## src/rtl/vliw_pkg.sv

```systemverilog
// Shared VLIW constants and types: bundle geometry, instruction field widths and the NOP encoding.
package vliw_pkg;

  localparam int SLOTS    = 10;
  localparam int WORD_W   = 32;
  localparam int ADDR_W   = 32;
  localparam int OPCODE_W = 5;
  localparam int REG_W    = 5;

  localparam logic [WORD_W-1:0] NOP_WORD = '0;

  typedef logic [SLOTS-1:0][WORD_W-1:0] bundle_t;

endpackage

```

## src/rtl/vliw_bundle_loader.sv

```systemverilog
// Packs a valid/ready stream of slot instructions into SLOTS-wide bundles and writes each
// completed bundle to instruction memory at an auto-incrementing bundle address.
module vliw_bundle_loader #(
  parameter int                SLOTS     = vliw_pkg::SLOTS,
  parameter int                WORD_W    = vliw_pkg::WORD_W,
  parameter int                ADDR_W    = vliw_pkg::ADDR_W,
  parameter logic [ADDR_W-1:0] BASE_ADDR = '0
) (
  input  logic                      clk,
  input  logic                      rst_n,
  input  logic                      cfg_valid,
  input  logic [ADDR_W-1:0]         cfg_addr,
  input  logic                      s_valid,
  output logic                      s_ready,
  input  logic [WORD_W-1:0]         s_data,
  input  logic                      s_last,
  output logic                      imem_we,
  output logic [ADDR_W-1:0]         imem_addr,
  output logic [SLOTS*WORD_W-1:0]   imem_wdata,
  input  logic                      imem_ready,
  output logic                      done,
  output logic [15:0]               bundle_count
);
  import vliw_pkg::*;

  localparam int IDX_W = (SLOTS > 1) ? $clog2(SLOTS) : 1;
  localparam logic [IDX_W-1:0] LAST_IDX = IDX_W'(SLOTS - 1);

  typedef enum logic {FILL, WRITE} state_t;

  state_t                         state;
  logic [IDX_W-1:0]               slot_idx;
  logic [SLOTS-1:0][WORD_W-1:0]   buffer;
  logic [ADDR_W-1:0]              addr;
  logic                           last_flag;
  logic                           cfg_take;

  // A base-address load is only legal between bundles and wins over a word in the same cycle.
  assign cfg_take = (state == FILL) && cfg_valid && (slot_idx == '0);

  always_comb begin
    s_ready = (state == FILL) && !(cfg_valid && (slot_idx == '0));
  end

  assign imem_we    = (state == WRITE);
  assign imem_addr  = addr;
  assign imem_wdata = buffer;

  always_ff @(posedge clk or negedge rst_n) begin
    if (!rst_n) begin
      state        <= FILL;
      slot_idx     <= '0;
      // NOTE: the bundle buffer is reset on purpose: unwritten slots must read as NOP, and the
      // buffer is also cleared after every write so short final bundles are NOP-padded.
      buffer       <= {SLOTS{WORD_W'(NOP_WORD)}};
      addr         <= BASE_ADDR;
      last_flag    <= 1'b0;
      done         <= 1'b0;
      bundle_count <= '0;
    end else begin
      // NOTE: every register here uses non-blocking assignment so all updates see pre-edge values.
      done <= 1'b0;
      case (state)
        FILL: begin
          if (cfg_take) begin
            addr <= cfg_addr;
          end else if (s_valid) begin
            buffer[slot_idx] <= s_data;
            if ((slot_idx == LAST_IDX) || s_last) begin
              state     <= WRITE;
              last_flag <= s_last;
            end else begin
              slot_idx <= slot_idx + IDX_W'(1);
            end
          end
        end
        WRITE: begin
          if (imem_ready) begin
            addr         <= addr + ADDR_W'(1);
            bundle_count <= bundle_count + 16'd1;
            buffer       <= {SLOTS{WORD_W'(NOP_WORD)}};
            slot_idx     <= '0;
            state        <= FILL;
            done         <= last_flag;
          end
        end
        default: state <= FILL;
      endcase
    end
  end

endmodule

```

## config.mk

```make
export PLATFORM = sky130hd
export DESIGN_NAME = vliw_bundle_loader
export DESIGN_NICKNAME = d
export VERILOG_FILES = /design/src/rtl/vliw_pkg.sv /design/src/rtl/vliw_bundle_loader.sv
export SDC_FILE = /design/constraint.sdc
export NUM_CORES = 1
export LEC_CHECK = 0
export CAP_MARGIN = 5
export CORE_UTILIZATION = 49
export DETAILED_ROUTE_END_ITERATION = 16
export HOLD_SLACK_MARGIN = 0.15
export PLACE_DENSITY = 0.88
export SETUP_SLACK_MARGIN = 0.1
export SLEW_MARGIN = 20
export SYNTH_ARGS = -nofsm -noshare
export SYNTH_HDL_FRONTEND = slang
export SYNTH_SLANG_ARGS = --single-unit
```

## constraint.sdc

```tcl
create_clock -name clk -period 4.2 [get_ports clk]
set_clock_uncertainty 0.2 [all_clocks]
set_input_delay 0.84 -clock clk [delete_from_list [all_inputs] [get_ports clk]]
set_output_delay 0.84 -clock clk [all_outputs]
set_load 0.02 [all_outputs]
```

==> results_dict.tcl <==
set metrics [dict create \
    netlist_instances 1152 \
    slew_violations 0 \
    cp.required_ps 3160 \
    hpwl_mm 32.9 \
    synth_compound_gate_area_share_pct 23.1 \
    drt_iter0_drc 1287 \
    viasPerCell 6.45 \
    antenna_found_initial 1 \
    wl_per_cell_um 27.0 \
    clockBufferDepth 3 \
    status "finished, final reports clean" \
    place_area_um2 19600 \
    endpoint "s_ready" \
    finalPower_mw 15.1 \
    area_growth_pct 42.2 \
    cp_max_fo 40 \
    rsz0062_at_grt "no" \
    r2r-end "imem_addr[5]" \
    reg2reg_from "slot_idx[0]" \
    crit_start "slot_idx[0]" \
    async_reset_ff_share_pct 100 \
    postCtsSetupBuffers 0 \
    synth.ff_latch_count 375 \
    period_needed_ps 3810 \
    netlist_area_um2 14900 \
    fin_nets 1607 \
    cts_tree "built" \
    seq_area_frac_synth_pct 63.0 \
    relSlewSlack_pct 27.3 \
    yosys.area_share.simple_pct 7.62 \
    die_x_um 176 \
    ir_worst_vdd_mv 0.398 \
    cts_root_buf "clkbuf_16" \
    port_buffers 440 \
    yosys_warnings 0 \
    yosys.area_share.adder_pct 0.504 \
    routed_wl_mm 52.7 \
    fin_crit_sh_pct 90.8 \
    antenna_left 0 \
    coreArea_um2 29800 \
    synthXorXnorAreaFrac_pct 1.23 \
    clk_pin_slew_ps 60 \
    cp-start-kind "register" \
    setup_viol 0 \
    drive_gt1_share_pct 8.64 \
    rows 63 \
    finalHoldViolCount 0 \
    synth_edf_count 0 \
    tns_ps 0 \
    fmax_ghz 0.262 \
    h-tree-depth 2 \
    hold_path.class "reg -> reg" \
    avgSynthCellArea_um2 12.9 \
    die_h_um 176 \
    leakage_nw 9.35 \
    insertion_delay_ps 530 \
    grt.overflow.total 0 \
    worst_setup_path_end_kind "primary output" \
    reg2reg_depth 9 \
    vias 12600 \
    design_area_um2 21200 \
    synthMuxAreaShare_pct 0.470 \
    powerDensity_nw_per_um2 712 \
    synthFlopType "dfrtp_1" \
    hold-worst-slack_ps 288 \
    clock-sinks 375 \
    grt_pass1_vias 12700 \
    start_util_pct 50.0 \
    grt_max_degree 84 \
    hp-start "bundle_count[15]" \
    gp_congestion 0.867 \
    dr.pass1.iters 6 \
    crit_arrival_ps 2770 \
    maxCapViolCount 0 \
    dieArea_um2 31100 \
    antenna_cells 0 \
    critPathKind "reg -> out" \
    synth_top_family_by_area "compound AO/OA/AOI/OAI gates" \
    rrSetupSlack_ps 1020 \
    syn_nets 1228 \
    yosysUniqueCellTypes 57 \
    drc 0 \
    tightest_slew_ps 1090 \
    globalRouteTotalUtil_pct 33.6 \
    grt_first_pass_wirelength_mm 78.5 \
    cts_buffers 40 \
    io_pins 441 \
]
==> logic make-up after synthesis <==
kind of cell    count (synthesis)
compound gates                404
flops                         375
simple gates                  199
buf+inv                       140
xor+xnor                       21
mux                             7
fa+ha+maj                       6
==> layout by cell type, fill, tap and decap left out, types with 4 or more instances in the layout <==
| cell type | count |
|---|---|
| a211oi_1 | 11 |
| a21oi_1 | 12 |
| a21oi_4 | 10 |
| a22o_1 | 280 |
| a311oi_1 | 4 |
| a32o_1 | 41 |
| a32oi_1 | 6 |
| and2_1 | 33 |
| and2_2 | 7 |
| and3_1 | 12 |
| buf_12 | 7 |
| buf_4 | 19 |
| bufinv_16 | 7 |
| clkbuf_16 | 42 |
| clkbuf_8 | 8 |
| clkdlybuf4s50_1 | 439 |
| clkinv_2 | 8 |
| dfrtp_1 | 375 |
| ha_1 | 5 |
| inv_1 | 7 |
| mux2i_1 | 7 |
| nand2_1 | 49 |
| nand3_1 | 23 |
| nand4_1 | 16 |
| nor2_1 | 21 |
| nor3_1 | 8 |
| o21ai_0 | 14 |
| o22ai_1 | 6 |
| xnor2_1 | 12 |
| xor2_1 | 9 |
==> flip-flops by register name, indices dropped and copies added, names as in the netlist <==
name and cells:
done 1, slot_idx 4, bundle_count 16, imem_we 1, imem_wdata 320, last_flag 1
imem_addr 32
==> cells in the mapped netlist, types with 9 or more instances <==
| library cell | count | area share, % |
|---|---|---|
| a211oi_1 | 11 | 0.55 |
| a21oi_1 | 17 | 0.57 |
| a22o_1 | 280 | 16 |
| a32o_1 | 41 | 2.8 |
| and2_1 | 39 | 1.6 |
| and3_1 | 12 | 0.50 |
| buf_2 | 62 | 2.1 |
| clkbuf_1 | 67 | 1.7 |
| dfrtp_1 | 375 | 63 |
| nand2_1 | 49 | 1.2 |
| nand3_1 | 23 | 0.77 |
| nand4_1 | 16 | 0.67 |
| nor2_1 | 23 | 0.58 |
| o21ai_0 | 14 | 0.47 |
| xnor2_1 | 12 | 0.71 |
| xor2_1 | 9 | 0.53 |
==> worst max-delay path, cell delays in order (launching register included) <==
cell and delay, ps:
dfrtp_1 430, inv_1 120, ha_1 230, nor3b_4 270, buf_4 500, a21oi_1 140
clkdlybuf4s50_1 570
==> through the flow <==
| step | instances | setup WS, ps | util (%) |
|---|---|---|---|
| after floorplan | 1152 | 1470 | - |
| after global placement | 1875 | 619 | 65.9 |
| after detailed placement | 1875 | 538 | 65.9 |
| after CTS | 1949 | 354 | 70.8 |
| after global routing | 1952 | 239 | 71.1 |
| final | 1952 | 386 | 71.1 |
==> layer usage <==
metal  GRT usage [%]  up-vias  share of wire (%)
met5               0        -              0.025
met4            15.9        2                4.2
met3            9.15      169                 10
met2            53.0      888                 48
met1            43.0     6414                 38
li1                -     5111                  -
==> power breakdown <==
| group | internal, mW | switching, mW |
|---|---|---|
| Combinational | 2.56 | 3.29 |
| Clock | 2.40 | 1.49 |
| Sequential | 4.51 | 0.831 |
==> worst min-delay path by stage <==
stage          cells past startpoint          endpoint  slack [ps]
2_1_floorplan                      1         last_flag         260
3_3_place_gp                       1  bundle_count[15]         260
3_5_place_dp                       1  bundle_count[15]         270
4_1_cts                            1  bundle_count[15]         290
5_1_grt                            1  bundle_count[15]         300
6_report                           1  bundle_count[15]         290
==> what timing repair did <==
item | CTS | global route
endpoints found under the hold margin | 3 | 0
hold buffers | 1 | 0
gates resized for setup | 0 | 0
==> final cells by class <==
class	count	area (µm²)
Fill cell	1940	8610
Inverter	7	26.3
Multi-Input combinational cell	637	5030
Clock inverter	20	298
Timing Repair Buffer	470	4780
Sequential cell	375	9380
Clock buffer	53	1170
Tap cell	390	488
No activity file was read; power rests on OpenSTA's default activity.
